--- src/rtl/seq_detect_param.sv ---
// seq_detect_param: run-time-programmable Mealy serial pattern detector with overlap select.
// Optional saturating match counter is compiled in with `define SEQ_DET_CNT_EN.
module seq_detect_param #(
  parameter int PAT_W = 4,
  parameter logic [PAT_W-1:0] PAT_RST = 4'b1011,
  parameter int CNT_W = 8
) (
  input  logic             clk,
  input  logic             clr,
  input  logic             en,
  input  logic             x,
  output logic             y,
  input  logic             mode_ovl,
  input  logic             pat_ld,
  input  logic [PAT_W-1:0] pat_in,
  input  logic             cnt_clr,
  output logic [CNT_W-1:0] match_cnt,
  output logic             cnt_sat
);
  localparam int FW = $clog2(PAT_W);
  logic [PAT_W-1:0] r_pat;
  logic [PAT_W-2:0] r_hist;
  logic [FW-1:0]    r_fill;
  logic [PAT_W-1:0] w_cat;
  logic             w_full;
  logic             w_match;
  assign w_cat   = {r_hist, x};
  assign w_full  = (r_fill == FW'(PAT_W - 1));
  assign w_match = en & ~pat_ld & w_full & (w_cat == r_pat);
  assign y       = w_match & ~clr;
  // Non-overlapping mode consumes the matched bits by restarting the fill count.
  always_ff @(posedge clk or posedge clr) begin
    if (clr) begin
      r_pat  <= PAT_RST;
      r_hist <= '0;
      r_fill <= '0;
    end else if (pat_ld) begin
      r_pat  <= pat_in;
      r_fill <= '0;
    end else if (en) begin
      r_hist <= w_cat[PAT_W-2:0];
      r_fill <= (w_match & ~mode_ovl) ? '0 : w_full ? r_fill : r_fill + 1'b1;
    end
  end
`ifdef SEQ_DET_CNT_EN
  logic [CNT_W-1:0] r_cnt;
  logic             w_sat;
  assign w_sat = &r_cnt;
  always_ff @(posedge clk or posedge clr) begin
    if (clr) r_cnt <= '0;
    else     r_cnt <= cnt_clr ? '0 : (w_match & ~w_sat) ? r_cnt + 1'b1 : r_cnt;
  end
  assign match_cnt = r_cnt;
  assign cnt_sat   = w_sat;
`else
  logic w_unused;
  assign w_unused  = cnt_clr;
  assign match_cnt = '0;
  assign cnt_sat   = 1'b0;
`endif
endmodule

--- config.mk ---
export PLATFORM = sky130hd
export DESIGN_NAME = seq_detect_param
export DESIGN_NICKNAME = d
export VERILOG_FILES = /design/src/rtl/seq_detect_param.sv
export SDC_FILE = /design/constraint.sdc
export NUM_CORES = 1
export LEC_CHECK = 0
export ABC_AREA = 0
export CELL_PAD_IN_SITES_DETAIL_PLACEMENT = 0
export CELL_PAD_IN_SITES_GLOBAL_PLACEMENT = 1
export CORE_MARGIN = 8
export CORE_UTILIZATION = 29
export CTS_CLUSTER_DIAMETER = 100
export DETAILED_ROUTE_END_ITERATION = 8
export HOLD_SLACK_MARGIN = 0.08
export PLACE_DENSITY_LB_ADDON = 0.08
export SKIP_CTS_REPAIR_TIMING = 1
export SYNTH_ARGS = -nofsm -noshare
export SYNTH_HDL_FRONTEND = slang
export SYNTH_SLANG_ARGS = --single-unit
export TNS_END_PERCENT = 20
--- constraint.sdc ---
create_clock -name clk -period 1.4 [get_ports clk]
set_clock_uncertainty 0.05 [all_clocks]
set_input_delay 0.42 -clock clk [delete_from_list [all_inputs] [get_ports clk]]
set_output_delay 0.42 -clock clk [all_outputs]
set_load 0.005 [all_outputs]
==> flow_results.org <==
** Final layout
- Post-route design area :: 762 um2
- From synthesis to final layout, the design area changed by 33.8%.
- The repair_antennas step left the layout with diodes totalling 0.
- Total area of multi-input combinational cells :: 299 um2
- Number of filler cells placed in the layout :: 201
- Of the cells placed in the final design, the portion with a size suffix greater than 1 is 34.3%.
- Across the whole layout, storage elements account for 229 um2.
- Net count of the finished layout :: 83

** Floorplanning
- 21 I/O pins were placed.
- Height of the die :: about 60 um
- The die is 60.3 um wide.
- In this run the core area contains 16 standard-cell rows.
- Starting utilization of the core area :: 29.9%
- The floorplan step defined a die boundary enclosing approximately 0.0036 mm2.
- The total area inside the core boundary comes to roughly 0.0019 mm2.

** Job
- Across the run, the number of max-cap violations was 0.

** Clocking
- The number of clock buffers added by TritonCTS is 3.
- Clk Tree Root Cell :: sky130_fd_sc_hd__clkbuf_4
- At the later pin of the worst-skew pair, clock insertion delay measures 0.26 ns.
- CTS built an H-tree with a depth of 1.
- Clock sinks :: 9
- Clock-pin slew was measured on the worst setup and hold paths at 0.06 ns.
- Number of buffers on the longest clock path :: 2
- TritonCTS built the clock tree.

** STA
- Setup violations remaining at the end of the flow were counted as 2.
- Hold Vio Cnt, Final :: 0
- In the post-route analysis, the smallest setup slack over all paths is -0.542 ns.
- Across all hold checks on the routed design, the worst slack comes to 0.400 ns.
- The number of max-slew violations in the final report is 0.
- Based on the critical path, the design can be clocked at up to around 510 MHz.
- Setup repair after global routing could not meet its margin everywhere.
- Share of the cycle needed by the critical path after routing :: 139%
- Final critical delay including setup and external delays :: 1.94 ns

** Placement
- DPL Wire Length :: 889 um
- Buffers placed on the I/O ports in this run total 10.
- Routability-driven placement finished with a final weighted congestion of 0.698.
- Worst slack at placement :: -1.03 ns
- Placed cell areas :: 722 um2

** Synth
- Seq/Total Area, Yosys :: 40.2%
- Dividing the synthesized area by the synthesized cell count gives 11.6 um2.
- Number of storage elements in the synthesis netlist :: 9
- Synthesized instance count :: 49
- In this run, distinct cell masters in the synthesized netlist total 22.
- Post-synthesis instance area :: 569 um2
- During synthesis, Yosys emitted a total of 0 warnings.

** Worst setup path
- FF-to-FF End :: r_fill[0]
- Depth of the worst register-to-register path :: 5
- CP max-delay cell :: sky130_fd_sc_hd__dfstp_2
- Setup slack on the worst flop-to-flop path :: -0.03 ns
- Kind of start point of the critical path :: register
- At the worst endpoint, the arrival time is about 1.5 ns.
- The worst setup path is captured at an output port.
- Critical path class :: reg -> out
- Traced cell by cell, the critical path runs through xnor2_2 > nand4_1 > nor4b_2 > buf_2.
- Slowest Stage Delay on Critical Path :: 0.55 ns
- The startpoint identified for the worst register-to-register timing path is r_pat[3].
- In this run the worst path has a maximum fanout of 2.
- STA puts the critical path data required time at approximately 0.93 ns.

** Global route
- Global routing used between 7 and 8% of the available tracks.
- For this run the aggregate overflow at the end of global routing stands at 0.
- The first global-routing pass estimated 1810 um of wire.
- The via count of the first global-routing pass came to 419.
- The initial antenna violation count was 0.
- Pin count of the biggest net entering global routing :: 10

** Run status
- Result of the run :: complete, but fails checks
- The checks that failed: negative setup slack.

** Detailed routing
- Final routed DRC violation total :: 0
- Before antenna repair, the detailed router went through 4 iterations.
- Final ANT Viol Nets :: 0
- For this block, the initial DRC count from the detailed router was 2.
- Drt total wl :: 1060 um
- Vias after detailed routing :: 390
- After detailed routing, the number of vias per cell comes to 4.02.
- Avg WL per Cell :: 10.9 um

** Worst hold path
- Hold endpoint :: r_hist[0]
- Origin of the worst min-delay path :: x
- The worst hold path passes through 2 cells.
- The min-delay analysis places its worst path in the category in -> reg.

** Pwr
- Total power after layout :: 742 uW
- Static Leakage :: 0.000366 uW
- In this run the power density over the cells is 973 mW/mm2.
- The worst-case IR drop observed on VDD is about 0.00060 V.
==> metal layers <==
metal | part of all wire, % | global-route usage [%]
met1 | 41 | 7.34
met2 | 47 | 10.8
met3 | 9.2 | 2.37
met4 | 3.0 | 7.14
met5 | 0 | 0
==> worst max-delay path: cells and delay by family, from the launching register on <==
| family | cells | cell delay [ns] |
|---|---|---|
| DFF | 1 | 0.55 |
| and+or+nand+nor | 2 | 0.40 |
| buffers and inverters | 1 | 0.15 |
| xor gates and xnor gates | 1 | 0.11 |
==> registers in the layout, summed over array words and instances, names as in the netlist <==
register  count
r_hist        3
r_pat         4
r_fill        2
==> per-stage QoR <==
| stage | utilization [%] | setup TNS [ns] | cells |
|---|---|---|---|
| 6_report | 40.1 | -0.567 | 97 |
| 5_1_grt | 40.1 | -0.879 | 97 |
| 4_1_cts | 39.3 | -1.31 | 97 |
| 3_5_place_dp | 38.0 | -3.47 | 93 |
| 3_3_place_gp | 38.0 | -3.49 | 93 |
| 2_1_floorplan | - | -0.143 | 57 |
==> synth_stat cells <==
cell type                  instances  area share (%)
sky130_fd_sc_hd__nand4_1           1             1.1
sky130_fd_sc_hd__o21ai_1           2             1.8
sky130_fd_sc_hd__nand2b_4          1             2.4
sky130_fd_sc_hd__dfrtp_1           6              26
sky130_fd_sc_hd__mux2_2            2             4.0
sky130_fd_sc_hd__nand2_1           3             2.0
sky130_fd_sc_hd__nor4b_2           1             2.6
sky130_fd_sc_hd__inv_1             1            0.66
sky130_fd_sc_hd__dfstp_2           3              14
sky130_fd_sc_hd__nor2_1            1            0.66
sky130_fd_sc_hd__nor2b_4           1             2.4
sky130_fd_sc_hd__buf_4             9              12
sky130_fd_sc_hd__xnor2_1           4             6.2
sky130_fd_sc_hd__nor3b_2           1             2.2
sky130_fd_sc_hd__ha_1              1             2.2
sky130_fd_sc_hd__or3b_1            1             1.5
sky130_fd_sc_hd__conb_1            1            0.66
sky130_fd_sc_hd__nor3b_1           2             2.6
sky130_fd_sc_hd__a22oi_1           1             1.3
sky130_fd_sc_hd__buf_6             1             2.0
sky130_fd_sc_hd__mux2_1            5             9.9
sky130_fd_sc_hd__mux2i_1           1             1.8
==> layout by cell type, fill, tap and decap left out, drive strengths merged, types with 2 or more instances in the layout <==
cell	instances
dlymetal6s2s	3
buf	10
nand2	3
conb	9
dfstp	3
o21ai	2
clkbuf	4
xnor2	4
dfrtp	6
clkdlybuf4s50	6
nor3b	3
mux2	7
==> report_power, final <==
group	leakage [uW]	internal [uW]	switching, uW
sequential	0.000105	308	29.4
combinational	0.000246	131	73.6
clock	0.0000150	110	89.9
==> cell families (layout without fill, tap and decap cells) <==
group | Yosys count | after routing | synth area share [%]
adders and majority gates | 1 | 1 | 2.20
other | 1 | 9 | 0.659
DFF | 9 | 9 | 40.2
xor gates and xnor gates | 4 | 4 | 6.15
muxes | 8 | 8 | 15.6
buffers and inverters | 11 | 24 | 14.5
AOI/OAI and AO/OA | 3 | 3 | 3.08
and+or+nand+nor | 12 | 12 | 17.6
==> layout make-up <==
type | instances | share of cell area [%]
Inverter | 1 | 0.493
Clock buffer | 4 | 3.45
Tap cell | 27 | 4.43
Multi-Input combinational cell | 37 | 39.2
Timing Repair Buffer | 19 | 22.3
Sequential cell | 9 | 30.0
==> worst max-delay path by stage <==
stage              from  end  slack [ns]
2_1_floorplan  r_pat[3]    y       -0.14
3_3_place_gp          x    y       -1.02
3_5_place_dp          x    y       -1.03
4_1_cts               x    y       -1.04
5_1_grt        r_pat[3]    y       -0.69
6_report       r_pat[3]    y       -0.54
(Power assumes the default switching activity.)
